--- src/rtl/cdu_pkg.sv ---
//==============================================================================
// Module      : cdu_pkg
// Description : Shared types and default constants for the CDU read-counter
//               channel sequencer.
// Revision    : 1.0 - initial release
//==============================================================================
`default_nettype none

package cdu_pkg;

  // Sequencer state; the encoding is visible on the mode output.
  typedef enum logic [1:0] {
    ZERO   = 2'd0,
    SETTLE = 2'd1,
    COARSE = 2'd2,
    FINE   = 2'd3
  } seq_state_t;

  // Width of the rate divider and of the settle/hold counters.
  localparam int DIV_W = 8;

  // Default timing in CLOCKH (51.2 kHz) cycles.
  localparam int HI_DIV_DEFAULT    = 4;   // 12.8 kpps in COARSE
  localparam int LO_DIV_DEFAULT    = 64;  // 800 pps in FINE
  localparam int SETTLE_DEFAULT    = 16;
  localparam int FINE_HOLD_DEFAULT = 8;

endpackage : cdu_pkg

`default_nettype wire

--- src/rtl/cdu_count_sequencer_if.sv ---
//==============================================================================
// Module      : cdu_count_sequencer_if
// Description : Comparator / read-counter / AGC signal bundle for one CDU
//               read-counter channel. The test-point outputs ATPC1/ATPF1
//               exist only when CDU_SEQ_TP_EN is defined.
// Revision    : 1.0 - initial release
//==============================================================================
`default_nettype none

interface cdu_count_sequencer_if;

  // Control and comparator inputs to the sequencer
  logic AGCZ;
  logic AGCEEC;
  logic coarse_err;
  logic fine_err;
  logic err_dir;

  // Read-counter and AGC outputs from the sequencer
  logic cnt_up;
  logic cnt_dn;
  logic cnt_clr;
  logic ATpPGH;
  logic ATmPGH;
  cdu_pkg::seq_state_t mode;

`ifdef CDU_SEQ_TP_EN
  logic ATPC1;
  logic ATPF1;
`endif

  // Environment side: drives the comparators/AGC controls, observes strobes
  modport master (
    output AGCZ, AGCEEC, coarse_err, fine_err, err_dir,
`ifdef CDU_SEQ_TP_EN
    input  ATPC1, ATPF1,
`endif
    input  cnt_up, cnt_dn, cnt_clr, ATpPGH, ATmPGH, mode
  );

  // Sequencer side
  modport slave (
    input  AGCZ, AGCEEC, coarse_err, fine_err, err_dir,
`ifdef CDU_SEQ_TP_EN
    output ATPC1, ATPF1,
`endif
    output cnt_up, cnt_dn, cnt_clr, ATpPGH, ATmPGH, mode
  );

endinterface : cdu_count_sequencer_if

`default_nettype wire

--- src/rtl/cdu_rate_div.sv ---
//==============================================================================
// Module      : cdu_rate_div
// Description : Free-running modulo-DIV counter with synchronous restart.
//               tc is high while the count sits at DIV-1; the count wraps
//               to zero on the following edge.
// Revision    : 1.0 - initial release
//==============================================================================
`default_nettype none

module cdu_rate_div #(
  parameter int WIDTH = 8
) (
  input  logic             clk,
  input  logic             rst_n,
  input  logic             restart,
  input  logic [WIDTH-1:0] div,
  output logic             tc
);

  logic [WIDTH-1:0] count;

  assign tc = (count == (div - WIDTH'(1)));

  // Count 0..div-1, wrapping at terminal count or on restart
  always_ff @(posedge clk or negedge rst_n) begin
    if (!rst_n) begin
      count <= '0;
    end else if (restart || tc) begin
      count <= '0;
    end else begin
      count <= count + WIDTH'(1);
    end
  end

endmodule : cdu_rate_div

`default_nettype wire

--- src/rtl/cdu_count_sequencer.sv ---
//==============================================================================
// Module      : cdu_count_sequencer
// Description : Mode controller for one CDU read-counter channel. Steps
//               ZERO -> SETTLE -> COARSE/FINE and issues rate-limited
//               up/down strobes to the read counter, mirrored onto
//               ATpPGH/ATmPGH when AGCEEC is set.
//               Optional: define CDU_SEQ_TP_EN to add the ATPC1/ATPF1
//               mode test points.
// Revision    : 1.0 - initial release
//==============================================================================
`default_nettype none

module cdu_count_sequencer #(
  parameter int HI_DIV    = cdu_pkg::HI_DIV_DEFAULT,
  parameter int LO_DIV    = cdu_pkg::LO_DIV_DEFAULT,
  parameter int SETTLE    = cdu_pkg::SETTLE_DEFAULT,
  parameter int FINE_HOLD = cdu_pkg::FINE_HOLD_DEFAULT
) (
  input  logic                  CLOCKH,
  input  logic                  rst_n,
  cdu_count_sequencer_if.slave  bus
);

  import cdu_pkg::*;

  localparam logic [DIV_W-1:0] HI_DIV_V    = DIV_W'(HI_DIV);
  localparam logic [DIV_W-1:0] LO_DIV_V    = DIV_W'(LO_DIV);
  localparam logic [DIV_W-1:0] SETTLE_LAST = DIV_W'(SETTLE - 1);
  localparam logic [DIV_W-1:0] HOLD_LAST   = DIV_W'(FINE_HOLD - 1);

  seq_state_t       state;
  seq_state_t       next_state;
  logic [DIV_W-1:0] settle_cnt;
  logic [DIV_W-1:0] hold_cnt;
  logic [DIV_W-1:0] div_val;
  logic             dir_q;
  logic             running;
  logic             leave;
  logic             want;
  logic             restart;
  logic             tc;

  // Next-state decision; AGCZ low overrides everything
  always_comb begin
    next_state = state;
    if (!bus.AGCZ) begin
      next_state = cdu_pkg::ZERO;
    end else begin
      case (state)
        cdu_pkg::ZERO:   next_state = cdu_pkg::SETTLE;
        cdu_pkg::SETTLE: if (settle_cnt == SETTLE_LAST)
                           next_state = bus.coarse_err ? cdu_pkg::COARSE : cdu_pkg::FINE;
        cdu_pkg::COARSE: if (!bus.coarse_err && (hold_cnt == HOLD_LAST))
                           next_state = cdu_pkg::FINE;
        cdu_pkg::FINE:   if (bus.coarse_err)
                           next_state = cdu_pkg::COARSE;
        default:         next_state = cdu_pkg::ZERO;
      endcase
    end
  end

  // Divider control: run only while staying in COARSE/FINE; any state
  // change restarts it so a pending partial period is discarded.
  always_comb begin
    running = (state == cdu_pkg::COARSE) || (state == cdu_pkg::FINE);
    leave   = (next_state != state);
    restart = !running || leave;
    div_val = (state == cdu_pkg::FINE) ? LO_DIV_V : HI_DIV_V;
    want    = tc && !leave &&
              ((state == cdu_pkg::COARSE) ||
               ((state == cdu_pkg::FINE) && bus.fine_err));
  end

  cdu_rate_div #(
    .WIDTH   (DIV_W)
  ) u_div (
    .clk     (CLOCKH),
    .rst_n   (rst_n),
    .restart (restart),
    .div     (div_val),
    .tc      (tc)
  );

  assign bus.mode = state;

  // Sequencer state, counters, direction memory and registered outputs
  always_ff @(posedge CLOCKH or negedge rst_n) begin
    if (!rst_n) begin
      state       <= cdu_pkg::ZERO;
      settle_cnt  <= '0;
      hold_cnt    <= '0;
      dir_q       <= 1'b0;
      bus.cnt_clr <= 1'b1;
      bus.cnt_up  <= 1'b0;
      bus.cnt_dn  <= 1'b0;
      bus.ATpPGH  <= 1'b0;
      bus.ATmPGH  <= 1'b0;
`ifdef CDU_SEQ_TP_EN
      bus.ATPC1   <= 1'b0;
      bus.ATPF1   <= 1'b0;
`endif
    end else begin
      state       <= next_state;
      // The counter is cleared exactly when the next state is ZERO.
      bus.cnt_clr <= !bus.AGCZ;
`ifdef CDU_SEQ_TP_EN
      bus.ATPC1   <= (next_state == cdu_pkg::COARSE);
      bus.ATPF1   <= (next_state == cdu_pkg::FINE);
`endif

      settle_cnt <= ((state == cdu_pkg::SETTLE) && (next_state == cdu_pkg::SETTLE))
                    ? settle_cnt + DIV_W'(1) : '0;
      hold_cnt   <= ((state == cdu_pkg::COARSE) && (next_state == cdu_pkg::COARSE) &&
                     !bus.coarse_err)
                    ? hold_cnt + DIV_W'(1) : '0;

      bus.cnt_up <= 1'b0;
      bus.cnt_dn <= 1'b0;
      bus.ATpPGH <= 1'b0;
      bus.ATmPGH <= 1'b0;
      // A reversal costs one whole period: the terminal count where the
      // direction first differs only records the new direction.
      if (want) begin
        if (bus.err_dir == dir_q) begin
          bus.cnt_up <= bus.err_dir;
          bus.cnt_dn <= !bus.err_dir;
          bus.ATpPGH <= bus.err_dir & bus.AGCEEC;
          bus.ATmPGH <= !bus.err_dir & bus.AGCEEC;
        end else begin
          dir_q <= bus.err_dir;
        end
      end
    end
  end

endmodule : cdu_count_sequencer

`default_nettype wire

--- src/flat_wrapper.sv ---
// flat-port wrapper written by rule: the top's interface ports become plain ports
module cdu_count_sequencer_flat import cdu_pkg::*;
#(
  parameter int HI_DIV    = cdu_pkg::HI_DIV_DEFAULT,
  parameter int LO_DIV    = cdu_pkg::LO_DIV_DEFAULT,
  parameter int SETTLE    = cdu_pkg::SETTLE_DEFAULT,
  parameter int FINE_HOLD = cdu_pkg::FINE_HOLD_DEFAULT
)
  (CLOCKH, rst_n, bus_AGCZ, bus_AGCEEC, bus_coarse_err, bus_fine_err, bus_err_dir, bus_cnt_up, bus_cnt_dn, bus_cnt_clr, bus_ATpPGH, bus_ATmPGH, bus_mode);
  cdu_count_sequencer_if bus_i ();
  input  logic CLOCKH;
  input  logic rst_n;
  input wire logic [$bits(bus_i.AGCZ)-1:0] bus_AGCZ;
  input wire logic [$bits(bus_i.AGCEEC)-1:0] bus_AGCEEC;
  input wire logic [$bits(bus_i.coarse_err)-1:0] bus_coarse_err;
  input wire logic [$bits(bus_i.fine_err)-1:0] bus_fine_err;
  input wire logic [$bits(bus_i.err_dir)-1:0] bus_err_dir;
  output wire logic [$bits(bus_i.cnt_up)-1:0] bus_cnt_up;
  output wire logic [$bits(bus_i.cnt_dn)-1:0] bus_cnt_dn;
  output wire logic [$bits(bus_i.cnt_clr)-1:0] bus_cnt_clr;
  output wire logic [$bits(bus_i.ATpPGH)-1:0] bus_ATpPGH;
  output wire logic [$bits(bus_i.ATmPGH)-1:0] bus_ATmPGH;
  output wire logic [$bits(bus_i.mode)-1:0] bus_mode;
  assign bus_i.AGCZ = bus_AGCZ;
  assign bus_i.AGCEEC = bus_AGCEEC;
  assign bus_i.coarse_err = bus_coarse_err;
  assign bus_i.fine_err = bus_fine_err;
  assign bus_i.err_dir = bus_err_dir;
  assign bus_cnt_up = bus_i.cnt_up;
  assign bus_cnt_dn = bus_i.cnt_dn;
  assign bus_cnt_clr = bus_i.cnt_clr;
  assign bus_ATpPGH = bus_i.ATpPGH;
  assign bus_ATmPGH = bus_i.ATmPGH;
  assign bus_mode = bus_i.mode;
  cdu_count_sequencer #(.HI_DIV(HI_DIV), .LO_DIV(LO_DIV), .SETTLE(SETTLE), .FINE_HOLD(FINE_HOLD)) u_core (.CLOCKH(CLOCKH), .rst_n(rst_n), .bus(bus_i));
endmodule
--- config.mk ---
export PLATFORM = sky130hd
export DESIGN_NAME = cdu_count_sequencer_flat
export DESIGN_NICKNAME = d
export VERILOG_FILES = /design/src/rtl/cdu_pkg.sv /design/src/rtl/cdu_count_sequencer_if.sv /design/src/rtl/cdu_rate_div.sv /design/src/rtl/cdu_count_sequencer.sv /design/src/flat_wrapper.sv
export SDC_FILE = /design/constraint.sdc
export NUM_CORES = 1
export LEC_CHECK = 0
export CAP_MARGIN = 20
export CORE_ASPECT_RATIO = 2
export CORE_MARGIN = 5
export CORE_UTILIZATION = 50
export CTS_BUF_LIST = sky130_fd_sc_hd__clkbuf_8 sky130_fd_sc_hd__clkbuf_16
export DETAILED_ROUTE_END_ITERATION = 10
export PLACE_DENSITY = 0.76
export SLEW_MARGIN = 10
export SYNTH_ARGS = -nofsm -noshare
export SYNTH_HDL_FRONTEND = slang
export SYNTH_SLANG_ARGS = --single-unit
--- constraint.sdc ---
create_clock -name CLOCKH -period 1.5 [get_ports CLOCKH]
set_clock_uncertainty 0.05 [all_clocks]
set_input_delay 0.225 -clock CLOCKH [delete_from_list [all_inputs] [get_ports CLOCKH]]
set_output_delay 0.225 -clock CLOCKH [all_outputs]
set_load 0.05 [all_outputs]
**After elaboration in Yosys (flattened, before gate mapping)**

Cells that the tools add are included.

- Multipliers: 0
- $lt $le $gt $ge: 0
- Muxes and demuxes: 18
- Shift-type cells: 0
- Eq/ne operators: 10
- Divide/modulo/power cells: 0
- Bitwise gates (word level): 3
- Reduce and logical (&&, ||, !) cells: 18
- $add $sub $neg: 4

Operators by type and width:

| kind | count |
|---|---|
| 8-bit by 1-bit adder with 8-bit output (second input constant) | 3 |
| 8-bit 2-to-1 mux | 3 |
| 1-bit 2-to-1 mux | 9 |
| 8-bit by 3-bit equality test with 1-bit output (second input constant) | 1 |
| 8-bit by 4-bit equality test with 1-bit output (second input constant) | 1 |
| 8-bit equality test | 1 |
| 2-bit 2-to-1 mux | 4 |
| 2-bit case mux with 4 select lines | 1 |
| 8-bit by 1-bit subtractor with 8-bit output (second input constant) | 1 |
| 1-bit logical AND | 7 |
| 7-bit 2-to-1 mux | 1 |
| 2-bit equality test (second input constant) | 3 |
| 1-bit zero test | 5 |
| 2-bit by 1-bit equality test with 1-bit output (second input constant) | 2 |
| 1-bit logical OR | 4 |
| 1-bit AND | 2 |
| 2-bit zero test | 1 |
| 2-bit != test | 1 |
| 2-bit AND reduction | 1 |
| 1-bit equality test | 1 |
| 1-bit inverter | 1 |

- Memories kept: 0
- Bits in read-only memories: 0
- Logic and storage cells: 63
- Bits in latches: 0
- Memory bits (writable): 0
- Input bits: 7
- Bits in registers: 32

**Longest topological paths before layout**

- Depth after elaboration: 10
- Gate-level depth with buffers: 6
- Gate-level depth less buffers: 6

**Hierarchy**

A second synthesis with hierarchy kept.

- Cell total of the unflattened synthesis: 176
- Area total of the unflattened synthesis: 1766.7 sq um

Modules (own cells, without submodules):

| module | times used | sequential area each (sq um) | area each (sq um) | cells each |
|---|---|---|---|---|
| cdu_count_sequencer | 1 | 601.8 | 1131.1 | 111 |
| cdu_rate_div | 1 | 200.2 | 635.6 | 65 |

**Least setup slack after synthesis**

OpenSTA, ideal clock, no wires.

- Path kind: register to register
- Start: register u_core.state[0], in the netlist u_core.bus.mode[0]
- End: register u_core.dir_q
- Library setup time: 124 ps
- Clock period less this slack: 1639 ps
- Data required time: 1326 ps
- Stages on the path, launching flop included: 5
- Buffers on the path: 0
- Path slack: -139 ps
- Data arrival time: 1465 ps
- Path through: dfrtp_1 > nor2b_1 > a2111oi_0 > and4bb_2 > mux2i_1

- Cells in the longest elaborated chain, start to end: 8

RTL lines:

| element | RTL line | RTL |
|---|---|---|
| start: declaration | cdu_count_sequencer.sv:31 | `seq_state_t state;` |
| start signal: assignment | cdu_count_sequencer.sv:89 | `state <= cdu_pkg::ZERO;` |
| start signal: assignment | cdu_count_sequencer.sv:103 | `state <= next_state;` |
| parallel branches: the longest is 6 deep, another holds 8-bit by 1-bit subtractor with 8-bit output | n/a |  |
| 1-bit logical AND * | cdu_count_sequencer.sv:69 | `want = tc && !leave &&` |
| 2-bit AND reduction (no source line) * | n/a |  |
| end signal: assignment | cdu_count_sequencer.sv:130 | `dir_q <= bus.err_dir;` |
| end: declaration | cdu_count_sequencer.sv:36 | `logic dir_q;` |

Mark *: on every way between the ends.
A chain may end at the register's enable or synchronous reset.

**Worst setup path in the final report**

- Start: register u_core.state[1], in the netlist u_core.bus.mode[1]
- End: register u_core.dir_q

The elaborated chain is that of the path after synthesis.

==> results.cfg <==
[grt]
track_usage_pct = 17.4
grt_max_degree = 33
antenna_found_initial = 0
grt_pass1_vias = 1336
grt_overflow = 0
grt_pass1_wl_um = 5800

[power_and_ir_drop]
leakage_uw = 0.000962
power_density_nw_per_um2 = 828
ir_worst_vdd_v = 0.000848
power.total_uw = 1870

[sta]
slew_headroom_pct = 73.3
finalSetupViolCount = 19
finalHoldViolCount = 0
finalCriticalPeriod_ns = 1.57
worst_slew_pin_slew_ns = 0.401
setup_slack_ns = -0.0703
timing.fmax_mhz = 637
rsz0062_at_grt = true
maxSlewViolCount = 0
min_period_over_period_pct = 105

[routing]
detail_route.wl_per_cell_um = 17.2
via_count = 1207
ant_nets = 0
drc = 0
vias_per_cell = 5.54
drtIter0Drc = 17
wl_um = 3750
dr.pass1.iters = 4

[setup_path]
path_class = reg -> reg
start_kind = register
ff2ff_setup_slack_ns = -0.07
r2r_cells = 4
cp-end-kind = register
worstPathRequired_ns = 1.64
crit_arrival_ns = 1.71
crit_fanout = 5

[layout]
syn_to_final_growth_pct = 53.9
nets = 199
n_antenna_cell = 0
fin_util_pct = 77.8
design_area_um2 = 2260
drive_gt1_share_pct = 44.7

[cts]
cts_root_buffer = clkbuf_8
cts.sinks = 32
clkTransAtPathRegs_ns = 0.07
cts_buffers = 5
ctsHtreeMaxLevel = 2
clk_latency_ns = 0.28
cts_buffer_depth = 2
cts_tree = yes
ctsHoldBuffers = 0

[floorplan]
initial_core_util_pct = 50.6
fp.dieArea_um2 = 4190
die_h_um = 86.7
die_w_um = 48.3
num_rows = 28
core_region_area_um2 = 2910
io_pins = 14

[place]
gp_congestion = 0.835
hpwl_um = 2290
port_buffers = 13
place_area_um2 = 1900

[outcome]
violations = negative setup slack
status = finished, violations left

[synth]
synth_area_um2 = 1470
syn-num-nets = 149
synth.distinct_cells = 26
ys_warn_count = 0
ys_seq_elements = 32
synth.avg_cell_area_um2 = 10.7
synthCells = 137
yosysSeqAreaShare_pct = 54.6

[job]
maxCapViolations = 0

[hold_path]
hp-class = in -> async
metal layers:
| layer | GRT usage (%) | vias up | share of wire [%] |
|---|---|---|---|
| met3 | 3.27 | 6 | 1.8 |
| met2 | 33.2 | 16 | 60 |
| met4 | 8.06 | 0 | 1.9 |
| met5 | 0 | - | 0 |
| li1 | - | 567 | - |
| met1 | 17.4 | 618 | 37 |
cell usage in the layout (no fill, tap or decap), drive strengths merged, types with 4 or more instances in the layout:
master / n
and3: 4
buf: 37
clkbuf: 7
clkdlybuf4s50: 5
dfrtp: 31
ha: 5
inv: 7
nand2: 7
nand3: 11
nor2: 28
nor4: 4
xnor2: 7
xor2: 11
cell families after synthesis:
family,Yosys count,share of synthesized area [%]
compound gates,5,2.55
xor+xnor,18,10.7
fa+ha+maj,5,4.26
buf+inv,7,1.79
flops,32,54.6
mux,2,1.36
simple gates,68,24.8
power breakdown:
part	internal (uW)	switching [uW]	total, uW
sequential	870	8.72	879
combinational	51.7	59.3	111
clock	586	297	883
total	1510	365	1870
per-stage QoR:
step | TNS, ns | setup slack, ns | hold WS (ns) | std cells
floorplan | 0 | 0.00658 | -0.121 | 137
CTS | -0.203 | -0.0538 | 0.302 | 217
global route | -1.64 | -0.154 | 0.313 | 218
finish | -0.367 | -0.0703 | 0.292 | 218
detailed placement | -2.19 | -0.530 | 0.464 | 203
global placement | -1.14 | -0.413 | 0.458 | 203
layout make-up:
| type | count | area, um^2 |
|---|---|---|
| clock buffers | 7 | 96.3 |
| fillers | 175 | 646 |
| flip-flops and latches | 32 | 806 |
| repair buffers | 43 | 428 |
| clock inverters | 1 | 30.0 |
| inverters | 7 | 26.3 |
| well taps | 30 | 37.5 |
| multi-input cells | 98 | 838 |
synth_stat cells (all sizes together):
library cell,instances,area (um^2)
and3,4,26.3
and4,1,11.3
nor2b,2,12.5
nand4bb,1,27.5
dfstp,1,26.3
a2111oi,1,8.76
a31oi,1,6.26
nor4,4,25.0
nand3b,1,7.51
nand3,11,55.1
and4bb,2,25.0
nand2b,1,6.26
ha,5,62.6
o211ai,1,12.5
xor2,11,96.3
dfrtp,31,776
mux2i,2,20.0
nor3,3,15.0
nor3b,2,15.0
inv,7,26.3
nor2,28,105
nand4,1,6.26
xnor2,7,61.3
nand2,7,26.3
a21oi,2,10.0
worst paths after layout:
kind,start,to
setup reg to reg,u_core.bus.mode[1]$_DFF_PN0_,u_core.dir_q$_DFFE_PN0P_
max in group asynchronous,rst_n,u_core.bus.cnt_clr$_DFF_PN1_
setup / recovery,u_core.bus.mode[1]$_DFF_PN0_,u_core.dir_q$_DFFE_PN0P_
hold / removal,rst_n,u_core.hold_cnt[2]$_DFF_PN0_
min in group CLOCKH,bus_err_dir,u_core.bus.ATmPGH$_DFF_PN0_
hold reg to reg,u_core.u_div.count[0]$_DFF_PN0_,u_core.u_div.count[0]$_DFF_PN0_
critical path: stages (launching register included):
cell       delay (ns)
dfrtp_2          0.46
nand2_1          0.15
a2111oi_4        0.33
and4bb_2         0.27
mux2i_1          0.21
state kept, by name (all words and copies together), names as in the netlist:
name	count
u_core.bus.cnt_dn	1
u_core.bus.ATmPGH	1
u_core.u_div.count	8
u_core.bus.mode	2
u_core.dir_q	1
u_core.bus.ATpPGH	1
u_core.bus.cnt_up	1
u_core.bus.cnt_clr	1
u_core.hold_cnt	8
u_core.settle_cnt	8
what timing repair did:
item | CTS | global route
pin swaps | 8 | 19
setup endpoints to repair | 26 | 23
setup buffers | 6 | 2
cloned | 0 | 0
resized for setup | 13 | 29
(Power assumes the default switching activity.)
